### src/rtl/gen_reg_file.sv
// Parametrised register bank: 2**ADDR_WIDTH words, one write port, two read ports.
// Optional hardwired zero entry, write-to-read bypass and registered read data.
module gen_reg_file #(
  parameter int unsigned DATA_WIDTH = 4,
  parameter int unsigned ADDR_WIDTH = 2,
  parameter int unsigned ZERO_REG   = 0,
  parameter int unsigned BYPASS     = 1,
  parameter int unsigned REG_READ   = 0
) (
  input  logic                  clock_in,
  input  logic                  reset_in,
  input  logic                  clear_in,
  input  logic                  wr_en_in,
  input  logic [ADDR_WIDTH-1:0] wr_addr_in,
  input  logic [DATA_WIDTH-1:0] wr_data_in,
  input  logic [ADDR_WIDTH-1:0] rd_a_addr_in,
  input  logic [ADDR_WIDTH-1:0] rd_b_addr_in,
  output logic [DATA_WIDTH-1:0] rd_a_data_out,
  output logic [DATA_WIDTH-1:0] rd_b_data_out
);

  localparam int unsigned NUM_REGS = 2 ** ADDR_WIDTH;

  logic [DATA_WIDTH-1:0] regs [NUM_REGS];
  logic                  wr_ok_c;
  logic                  byp_ok_c;
  logic [DATA_WIDTH-1:0] rd_a_c;
  logic [DATA_WIDTH-1:0] rd_b_c;

  // Clear beats write; the zero entry never accepts data.
  always_comb begin
    wr_ok_c  = wr_en_in && !clear_in;
    byp_ok_c = wr_ok_c && (BYPASS != 0);
    if ((ZERO_REG != 0) && (wr_addr_in == '0)) begin
      wr_ok_c = 1'b0;
    end
  end

  always_ff @(posedge clock_in or negedge reset_in) begin
    if (!reset_in) begin
      for (int unsigned i = 0; i < NUM_REGS; i++) regs[i] <= '0;
    end else if (clear_in) begin
      for (int unsigned i = 0; i < NUM_REGS; i++) regs[i] <= '0;
    end else if (wr_ok_c) begin
      regs[wr_addr_in] <= wr_data_in;
    end
  end

  // Each read port resolves zero-entry, bypass and stored value independently.
  always_comb begin
    rd_a_c = regs[rd_a_addr_in];
    if ((ZERO_REG != 0) && (rd_a_addr_in == '0)) begin
      rd_a_c = '0;
    end else if (byp_ok_c && (rd_a_addr_in == wr_addr_in)) begin
      rd_a_c = wr_data_in;
    end
  end

  always_comb begin
    rd_b_c = regs[rd_b_addr_in];
    if ((ZERO_REG != 0) && (rd_b_addr_in == '0)) begin
      rd_b_c = '0;
    end else if (byp_ok_c && (rd_b_addr_in == wr_addr_in)) begin
      rd_b_c = wr_data_in;
    end
  end

  generate
    if (REG_READ != 0) begin : g_reg_read
      logic [DATA_WIDTH-1:0] rd_a_q;
      logic [DATA_WIDTH-1:0] rd_b_q;

      always_ff @(posedge clock_in or negedge reset_in) begin
        if (!reset_in) begin
          rd_a_q <= '0;
          rd_b_q <= '0;
        end else if (clear_in) begin
          rd_a_q <= '0;
          rd_b_q <= '0;
        end else begin
          rd_a_q <= rd_a_c;
          rd_b_q <= rd_b_c;
        end
      end

      assign rd_a_data_out = rd_a_q;
      assign rd_b_data_out = rd_b_q;
    end else begin : g_comb_read
      // Reset also masks the bypass path so outputs read 0 while it is held.
      assign rd_a_data_out = reset_in ? rd_a_c : '0;
      assign rd_b_data_out = reset_in ? rd_b_c : '0;
    end
  endgenerate

endmodule

### config.mk
export PLATFORM = sky130hd
export DESIGN_NAME = gen_reg_file
export DESIGN_NICKNAME = d
export VERILOG_FILES = /design/src/rtl/gen_reg_file.sv
export SDC_FILE = /design/constraint.sdc
export NUM_CORES = 1
export LEC_CHECK = 0
export CORE_ASPECT_RATIO = 2
export CORE_MARGIN = 2
export CORE_UTILIZATION = 40
export CTS_BUF_LIST = sky130_fd_sc_hd__clkbuf_16
export CTS_CLUSTER_DIAMETER = 200
export DETAILED_ROUTE_END_ITERATION = 12
export GPL_TIMING_DRIVEN = 0
export RECOVER_POWER = 50
export SLEW_MARGIN = 20
export SYNTH_ARGS = -nofsm -noshare
export SYNTH_HDL_FRONTEND = slang
export SYNTH_SLANG_ARGS = --single-unit
export TNS_END_PERCENT = 50
### constraint.sdc
create_clock -name clock_in -period 1.79 [get_ports clock_in]
set_input_delay 0.4475 -clock clock_in [delete_from_list [all_inputs] [get_ports clock_in]]
set_output_delay 0.4475 -clock clock_in [all_outputs]
set_load 0.05 [all_outputs]
# Yosys cells after proc, flatten, opt, wreduce, memory -nomap -nowiden
# Index checks and enable logic that the tools add are counted.
[totals]
ff_bits = 16
input_bits = 14
word_cells = 34
[classes]
n_lt_le_gt_ge = 4
eq_ne = 2
mux = 15
n_bitwise = 3
reduce_logical = 6
[op_table]
columns = ["cell", "count"]
rows = [
  ["2-to-1 mux 4 bit", 9],
  ["2-to-1 mux 16 bit", 2],
  ["binary-select mux 4 bit (select 2 bit)", 2],
  ["bitwise mux 16 bit", 1],
  [">= comparator 3 bit (second input constant)", 3],
  ["NOT 2 -> 3 bit", 3],
  ["demux 4 bit (select 2 bit)", 1],
  ["== test 2 bit", 2],
  ["logical AND 1 bit", 4],
  ["< comparator 3 x 1 -> 1 bit (second input constant)", 1],
  ["nonzero test 2 bit", 1],
  ["logical NOT 1 bit", 1],
]

# Longest topological paths before layout
# Gate-level depths: netlist (run 1).
[logic_depth]
word_depth = 8
depth_mapped = 5
mapped_depth_nobuf = 3

# Least setup slack after synthesis (run 1)
# Ideal clock, no wire load.
[synth_timing]
path_kind = "input-to-output"
startpoint = "input wr_addr_in[0]"
endpoint = "output rd_b_data_out[0]"
arrival_ns = 1.743
t_required_ns = 1.342
slack_ns = -0.401
cell_stages = 4
n_path_buf = 1
path_cell_list = "buf_4 > xor2_1 > o31ai_1 > a21boi_1"
[synth_between]
elab_chain_len = 4
[synth_lines]
columns = ["element", "line_no", "rtl"]
rows = [
  ["start, declared", "14", "input logic [ADDR_WIDTH-1:0] wr_addr_in,"],
  ["== test 2 bit", "63", "end else if (byp_ok_c && (rd_b_addr_in == wr_addr_in)) begin"],
  ["logical AND 1 bit", "63", ""],
  ["2-to-1 mux 4 bit", "63", ""],
  ["2-to-1 mux 4 bit", "91", "assign rd_b_data_out = reset_in ? rd_b_c : '0;"],
  ["end, declared", "19", "output logic [DATA_WIDTH-1:0] rd_b_data_out"],
]
# Every way passes these cells.

# Worst setup path in the final report (run 1)
[layout_timing]
startpoint = "register regs[2] (netlist bit)"
endpoint = "output rd_b_data_out[2]"
[layout_between]
elab_chain_len = 5
[layout_lines]
columns = ["element", "line_no", "rtl"]
rows = [
  ["start, declared", "24", "logic [DATA_WIDTH-1:0] regs [NUM_REGS];"],
  ["start signal, assigned by index", "45", "regs[wr_addr_in] <= wr_data_in;"],
  ["binary-select mux 4 bit (select 2 bit)", "60", "rd_b_c = regs[rd_b_addr_in];"],
  ["2-to-1 mux 4 bit (implied by the code) (2 in series)", "60", ""],
  ["2-to-1 mux 4 bit", "63", ""],
  ["2-to-1 mux 4 bit", "91", ""],
]
# Every way passes these cells. The select of a mux whose other input is x is not followed.

==> metrics.yaml, run 1 <==
clocking:
  clock_path_buffers: 2
  cts-root-buf: "clkbuf_16"
  ctsHoldBuffers: 0
  cts_tree: "built"
  clock_latency_ps: 240
  clk_pin_slew_ps: 50
  htreeDepth: 1
  cts_inserted_buffers: 3
  cts.sinks: 16
sta:
  fmax_mhz: 516
  setup_ws_ps: -150
  final-max-slew-violation-count: 0
  rsz0062_at_grt: "true"
  max_slew.worst_pin.slew_ps: 510
  period_needed_ps: 1940
  finalHoldViolations: 0
  setup_violations: 8
  min_period_over_period_pct: 108
  slew_headroom_pct: 66.0
  skew_ps: 0
setup_path:
  reg2reg_depth: 3
  required_ps: 1340
  crit_arrival_ps: 1490
  crit_fanout: 3
  path_class: "reg2out"
  start_kind: "flop"
  critPathCaptureType: "output pin"
min_path:
  hold_path_class: "in2async"
power:
  p_sw_w: 0.000301
  p_clk_share_pct: 37.3
  switching_share_pct: 27.3
  seqPwrFrac_pct: 34.8
  p_leak_nw: 0.765
  power_frac_comb_pct: 27.9
  power_density_nw_per_um2: 612
  p_int_w: 0.000800
  total_power_w: 0.00110
  peakVddDrop_mv: 0.741
detailed_routing:
  dr.first_iter.drc_count: 9
  num_vias: 898
  dr_wl_met2_mm: 1.82
  wl_met1_um: 997
  totalWireLength_mm: 2.99
  ant_nets: 0
  top_layer: "met4"
  first_pass_iters: 2
  wl_per_cell_um: 19.8
  route.met3.wl_um: 65
  viasPerCell: 5.95
  drc_errors: 0
placed_design:
  detailedPlace.worstSlack_ps: -1430
  gp_congestion: 0.770
  io_buffers: 14
  dp_hpwl_mm: 2.49
finish:
  utilization_pct: 65.0
  largest_register_ffs: 16
  drive_gt1_share_pct: 46.7
  antenna_cells: 0
  area_growth_pct: 54.6
  largestRegisters: "regs x16"
  finalNetCount: 138
  multi_input_area_um2: 1000
  largest-register: "regs"
  fillCellCount: 233
  seq_area_um2: 400
synth:
  ys_ff_latch: 16
  syn_area_um2: 1160
  synth_cells: 104
  ys_types: 19
  synth-main-ff-cell: "dfrtp_1"
  synth.yosys.seq_area_share_pct: 34.4
  netlist_top_cells_count: "dfrtp_1, mux2i_1, nor2_1"
  synth_nets: 118
  synthTopCellsByArea: "dfrtp_1, mux4_2, mux2i_1"
  synthArstFlopShare_pct: 100
  avgSynthCellArea_um2: 11.2
  ys_warn_count: 0
  yosysTopAreaCellShare_pct: 34.4
  synth_top_area_cell: "dfrtp_1"
  synth_edf_count: 0
floorplan:
  core_area_um2: 2770
  rows: 27
  die_h_um: 80.3
  die-area_um2: 3390
  die_w_um: 42.2
  start_util_pct: 42.1
  ios: 22
run_status:
  violations: "setup timing"
  status: "finished, violations left"
global_route:
  grt_pass1_vias: 1038
  gr-total-overflow: 0
  grt_pass1_wl_mm: 5.11
  antenna_found_initial: 0
  grt.total_usage_pct: 20.0
  grt_max_degree: 25
flow_run:
  maxCapViolations: 0
-- layout make-up --
| type | instances | share of cell area [%] |
|---|---|---|
| Multi-Input combinational cell | 78 | 55.8 |
| Sequential cell | 16 | 22.2 |
| Clock buffer | 3 | 4.17 |
| Timing Repair Buffer | 15 | 8.06 |
| Buffer | 10 | 7.71 |
| Tap cell | 29 | 2.02 |
-- worst max-delay path, cell delays in order (launching register included) --
cell      delay [ps]
dfrtp_1          400
mux4_2           530
o31ai_4          100
a21boi_4          80
buf_6            160
-- per-stage QoR --
stage	TNS, ps	cells	cell area (um2)	hold slack [ps]
6_report	-1010	151	1800	176
5_1_grt	-1270	151	1800	219
4_1_cts	-1100	151	1800	295
3_5_place_dp	-11480	147	1710	537
3_3_place_gp	-10760	147	1710	516
2_1_floorplan	-18.8	104	1530	152
-- repair_timing --
action | in CTS | in global routing
endpoints found under the setup margin | 8 | 8
pin swaps | 8 | 4
resized for setup | 72 | 2
buffers inserted | 1 | 0
-- per-layer routing --
| layer | track usage [%] | vias up |
|---|---|---|
| met5 | 0 | - |
| met4 | 7.81 | 0 |
| met3 | 1.57 | 8 |
| met2 | 38.9 | 20 |
| met1 | 21.2 | 445 |
| li1 | - | 425 |
-- logic make-up after synthesis --
family | share of synthesized area [%]
muxes | 29.2
AOI/OAI and AO/OA | 10.3
xor gates and xnor gates | 6.01
buffers and inverters | 6.23
DFF | 34.4
and+or+nand+nor | 13.9
-- final timing paths --
kind / from / end / slack (ps)
min in group clock_in: clear_in / regs[8] / 410
max in group asynchronous: reset_in / regs[11] / 1270
hold reg to reg: regs[8] / regs[8] / 550
hold / removal: reset_in / regs[2] / 180
setup / recovery: regs[2] / rd_b_data_out[2] / -150
setup reg to reg: regs[3] / regs[3] / 980
-- power groups by stage --
stage	clock [W]	combinational (W)	sequential (W)
4_1_cts	0.000426	0.000313	0.000383
2_1_floorplan	0	0.000236	0.000386
6_report	0.000411	0.000307	0.000383
3_3_place_gp	0	0.000303	0.000388
5_1_grt	0.000436	0.000328	0.000385
3_5_place_dp	0	0.000309	0.000389
-- cell usage in the layout, fill, tap and decap left out --
cell type and instances:
clkbuf_1 1, mux4_2 8, clkbuf_16 3, dfrtp_1 16, mux2i_1 16, xor2_4 4, buf_6 11, nor3b_4 1
buf_4 2, nand4_1 8, buf_2 1, nand3_1 1, dlygate4sd2_1 4, nor2_1 16, buf_12 4, clkbuf_4 1
a21boi_4 8, xnor2_2 4, o31ai_4 8, nand3b_1 2, clkbuf_8 1, nor2b_4 1, nand2b_1 1
(Power assumes the default switching activity.)
==> run 2, diff against run 1 <==
CORE_ASPECT_RATIO = 0.9   (was 2)
==> run 2 against run 1 <==
The flow still finishes with violations (setup timing); die area shrank 0.75%; fmax grew 0.56%; core utilization is 0.27 points higher; non-clock buffer count up 1; wire length fell by 5.1%; clock power about the same; design area increased by 0.42%; largest cell class unchanged; highest routed layer unchanged.
==> metrics.yaml, run 2 (synthesis gave the netlist of run 1 again) <==
sta:
  skew_ps: 0  # unchanged
  slew_headroom_pct: 66.7  # +0.67 points
  finalHoldViolations: 0  # unchanged
  setup_violations: 8  # unchanged
  max_slew.worst_pin.slew_ps: 500  # -10.0 ps
  setup_ws_ps: -139  # +10.8 ps
  min_period_over_period_pct: 108  # -0.61 points
  final-max-slew-violation-count: 0  # unchanged
  period_needed_ps: 1930  # -10.8 ps
  setup_tns_ps: -1030  # -23.0 ps
  rsz0062_at_grt: "true"
  fmax_mhz: 518  # +0.56%
finish:
  drive_gt1_share_pct: 46.3  # -0.38 points
  layout.cells.non_filler: 163  # +7.9%
  area_growth_pct: 55.2
  largestRegisters: "regs x16"
  largest_register_ffs: 16  # unchanged
  antenna_cells: 0  # unchanged
  largest-register: "regs"
  finalNetCount: 139  # +0.72%
  utilization_pct: 65.3  # +0.27 points
  final_cell_mix: "mux2i_1, nor2_1, dfrtp_1"
  fin_area_um2: 1810  # +0.42%
floorplan:
  ios: 22  # unchanged
  rows: 18  # -33%
  die_w_um: 60.9  # +44%
  die_h_um: 55.2  # -31%
  start_util_pct: 42.1  # unchanged
  die-area_um2: 3360  # -0.75%
  core_area_um2: 2770  # unchanged
power:
  peakVddDrop_mv: 0.561  # -24%
  power_density_nw_per_um2: 608  # -0.55%
  p_leak_nw: 0.764  # -0.18%
clocking:
  clock_latency_ps: 240  # about the same
  cts.sinks: 16  # unchanged
  clock_path_buffers: 2  # unchanged
  ctsHoldBuffers: 0  # unchanged
  clk_pin_slew_ps: 50  # about the same
  cts_tree: "built"
  cts-root-buf: "clkbuf_16"
  htreeDepth: 1  # unchanged
  cts_inserted_buffers: 3  # unchanged
detailed_routing:
  ant_nets: 0  # unchanged
  drc_errors: 0  # unchanged
  viasPerCell: 5.52  # -7.3%
  dr.first_iter.drc_count: 24  # +15
  num_vias: 899  # +0.11%
  wl_per_cell_um: 17.4  # -12%
  totalWireLength_mm: 2.84  # -5.1%
  first_pass_iters: 4  # +2
setup_path:
  crit_arrival_ps: 1480  # about the same
  critPathCaptureType: "output pin"
  path_class: "reg2out"
  start_kind: "flop"
  required_ps: 1340  # about the same
  crit_fanout: 3  # unchanged
global_route:
  grt_pass1_vias: 912  # -12%
  grt_max_degree: 25  # unchanged
  grt_pass1_wl_mm: 4.69  # -8.2%
  grt.total_usage_pct: 19.9  # about the same
  antenna_found_initial: 0  # unchanged
  gr-total-overflow: 0  # unchanged
run_status:
  violations: "setup timing"
  status: "finished, violations left"
min_path:
  hold_path_class: "in2async"
placed_design:
  gp_congestion: 0.790  # +2.6%
  dp_hpwl_mm: 2.21  # -11%
  io_buffers: 14  # unchanged
  detailedPlace.worstSlack_ps: -1410  # +20.1 ps
  dp_cells: 158  # +7.5%
  placed_area_um2: 1720  # +0.81%
flow_run:
  maxCapViolations: 0  # unchanged
## run 2: cell count changes in the layout (fill, tap and decap cells not counted)
| cell | previous run | this run |
|---|---|---|
| buf_4 | 2 | 4 |
| buf_2 | 1 | 2 |
| nor2b_4 | 1 | 0 |
| clkbuf_4 | 1 | 0 |
| nor2b_1 | 0 | 1 |
| buf_6 | 11 | 10 |
## run 2: final cells by class
cell class,instances,area [um2]
tap,40,50.0
multi-input combinational,78,997
fill,230,962
clock buffer,3,75.1
timing repair buffer,16,150
sequential,16,400
buffer,10,135
## run 2: worst max-delay path, stage by stage (launching register included)
cell	delay [ps]
dfrtp_1	400
mux4_2	510
o31ai_4	90
a21boi_4	80
buf_6	160
## run 2: worst paths after layout
kind | startpoint | endpoint | slack [ps] | depth (start not counted)
setup / recovery | regs[6] | rd_a_data_out[2] | -140 | 4
hold / removal | reset_in | regs[4] | 170 | 1
setup reg to reg | regs[6] | regs[6] | 910 | 3
hold reg to reg | regs[12] | regs[12] | 550 | 2
max in group asynchronous | reset_in | regs[15] | 1280 | 1
min in group clock_in | clear_in | regs[6] | 400 | 2
## run 2: metrics by stage
stage / hold slack [ps] / power [W]
finish: 171 / 0.00110
global route: 205 / 0.00115
CTS: 303 / 0.00112
detailed placement: 533 / 0.000695
global placement: 515 / 0.000691
floorplan: 152 / 0.000622
## run 2: timing repair
item,CTS,global route
endpoints found under the hold margin,0,0
pin swaps,7,6
setup endpoints to repair,8,8
resized for setup,68,2
setup buffers,2,0
## run 2: routing by layer
layer / track usage [%] / up-vias / routed length [um]
li1: - / 427 / -
met1: 26.8 / 445 / 1280
met2: 34.2 / 25 / 1430
met3: 1.86 / 2 / 118
met4: 6.52 / 0 / 10
met5: 0 / - / 0
## run 2: power by group
group	total [W]	internal, W	switching, W
clock	0.000413	0.000292	0.000121
sequential	0.000384	0.000375	0.00000899
combinational	0.000303	0.000133	0.000171
total	0.00110	0.000799	0.000301
==> run 3, diff against run 2 <==
clock period = 2 ns   (was 1.79 ns; I/O delays follow)
==> run 3 against run 2 <==
The run now ends clean; setup slack improved by 150 ps; power fell by 7.6%; clock power fell by 7.3%; sequential share of layout area fell by 0.15 points; critical path depth rose by 1; sequential cell count did not move; count of clock-buffer cells in the layout did not move; wire length rose by 6.7%; first-iteration DRC count rose by 63%; non-clock buffer count rose by 1; combinational power fell by 4%; via count rose by 1.3%; critical endpoint is now rd_a_data_out[0]; largest cell class unchanged; largest power group unchanged; highest routed layer unchanged.
==> metrics.yaml, run 3 (synthesis gave the netlist of run 1 again) <==
global_route:
  grt.total_usage_pct: 21.4  # +1.4 points
  grtUsageMet2_pct: 34.1  # -0.18 points
  grt_busiest_layer: "met2"
  grt_max_degree: 25  # unchanged
  grt_use_met1_pct: 27.1  # +0.30 points
  grt_pass1_wl_mm: 4.76  # +1.5%
  grt_pass1_vias: 933  # +2.3%
  antenna_found_initial: 0  # unchanged
  use_met3_pct: 3.95  # +2.1 points
  gr-total-overflow: 0  # unchanged
placed_design:
  io_buffers: 14  # unchanged
  gp_congestion: 0.801  # +1.4%
  dp_hpwl_mm: 1.99  # -9.6%
clocking:
  cts_inserted_buffers: 3  # unchanged
  ctsHoldBuffers: 0  # unchanged
  htreeDepth: 1  # unchanged
  clk_pin_slew_ps: 50  # about the same
  clock_latency_ps: 250  # about the same
  clock_path_buffers: 2  # unchanged
  cts.sinks: 16  # unchanged
  cts-root-buf: "clkbuf_16"
  cts_tree: "built"
floorplan:
  die_h_um: 55.2  # unchanged
  rows: 18  # unchanged
  core_area_um2: 2770  # unchanged
  die-area_um2: 3360  # unchanged
  ios: 22  # unchanged
  start_util_pct: 42.1  # unchanged
  die_w_um: 60.9  # unchanged
detailed_routing:
  num_vias: 911  # +1.3%
  ant_nets: 0  # unchanged
  drc_errors: 0  # unchanged
  wl_per_cell_um: 18.5  # +6.0%
  totalWireLength_mm: 3.03  # +6.7%
  dr.first_iter.drc_count: 39  # +63%
  first_pass_iters: 4  # unchanged
  viasPerCell: 5.55  # +0.72%
power:
  total_power_w: 0.00102  # -7.6%
  p_leak_nw: 0.769  # +0.61%
  power_density_nw_per_um2: 558  # -8.2%
  peakVddDrop_mv: 0.520  # -7.4%
sta:
  rsz0062_at_grt: "true"
  fmax_mhz: 502
  period_needed_ps: 1990
  max_slew.worst_pin.slew_ps: 481  # -19.0 ps
  min_period_over_period_pct: 99.6
  final-max-slew-violation-count: 0  # unchanged
  finalHoldViolations: 0  # unchanged
  skew_ps: 0  # unchanged
  slew_headroom_pct: 67.9  # +1.3 points
  setup_violations: 0  # -8
setup_path:
  cp.depth: 5  # +1
  critPathSlowestCell: "mux4_2"
  critPathCaptureType: "output pin"
  crit_arrival_ps: 1490  # about the same
  start_kind: "input pin"
  critical_path.top_delay_family: "multiplexers"
  reg2reg_depth: 3  # unchanged
  critical_path_buf_inv_count: 2  # +1
  required_ps: 1500  # +160 ps
  path_class: "in2out"
  worstPathCellList: "buf_12 -> mux4_2 -> o31ai_4 -> a21boi_4 -> buf_6"
  crit_fanout: 6  # +3
  cpPeakStageDelay_ps: 530  # +20 ps
finish:
  largestRegisters: "regs x16"
  largest_register_ffs: 16  # unchanged
  fillCellCount: 199  # -13%
  utilization_pct: 65.7  # +0.45 points
  largest-register: "regs"
  drive_gt1_share_pct: 48.4  # +2.0 points
  area_growth_pct: 56.3
  finalNetCount: 140  # +0.72%
  antenna_cells: 0  # unchanged
  final_cell_mix: "mux2i_1, nor2_1, dfrtp_1"
flow_run:
  maxCapViolations: 0  # unchanged
run_status:
  status: "finished, final reports clean"
min_path:
  hold_path_class: "in2async"
## run 3: cell type report
type	instances	area (um2)	area share [%]
Multi-Input combinational cell	78	982	54.0
Buffer	10	128	7.01
Clock buffer	3	75.1	4.12
Timing Repair Buffer	17	185	10.2
Tap cell	40	50.0	2.75
Sequential cell	16	400	22.0
## run 3: where the power goes
part	internal, W	switching (W)	total (W)	leakage, nW
registers	0.000335	0.00000737	0.000342	0.220
logic	0.000131	0.000160	0.000291	0.512
clock network	0.000262	0.000120	0.000383	0.0370
## run 3: final timing paths
kind,from,endpoint,slack [ps]
hold reg to reg,regs[3],regs[3],540
hold / removal,reset_in,regs[8],210
min in group clock_in,clear_in,regs[3],470
max in group asynchronous,reset_in,regs[1],1460
setup reg to reg,regs[13],regs[13],1170
setup / recovery,rd_a_addr_in[0],rd_a_data_out[0],8
## run 3: repair_timing
item                       4_1_cts  5_1_grt
buffers inserted                 0        3
pin swaps                        4       11
setup endpoints to repair        8        8
gates cloned                     0        0
resized for setup              103       14
## run 3: per-stage QoR
stage	TNS, ps	area [um2]	instances	hold WS, ps	setup WS, ps
6_report	0	1820	164	209	8.38
3_5_place_dp	-10120	1420	158	533	-1270
3_3_place_gp	-10110	1420	158	517	-1280
5_1_grt	-87.7	1820	164	246	-26.9
4_1_cts	-0.825	1740	161	328	-0.825
2_1_floorplan	-242	1220	104	204	-61.7
## run 3: layer usage
layer / up-vias / routed length [um]
met2: 23 / 1470
met4: 0 / 60
met1: 450 / 1380
li1: 434 / -
met3: 4 / 119
met5: - / 0
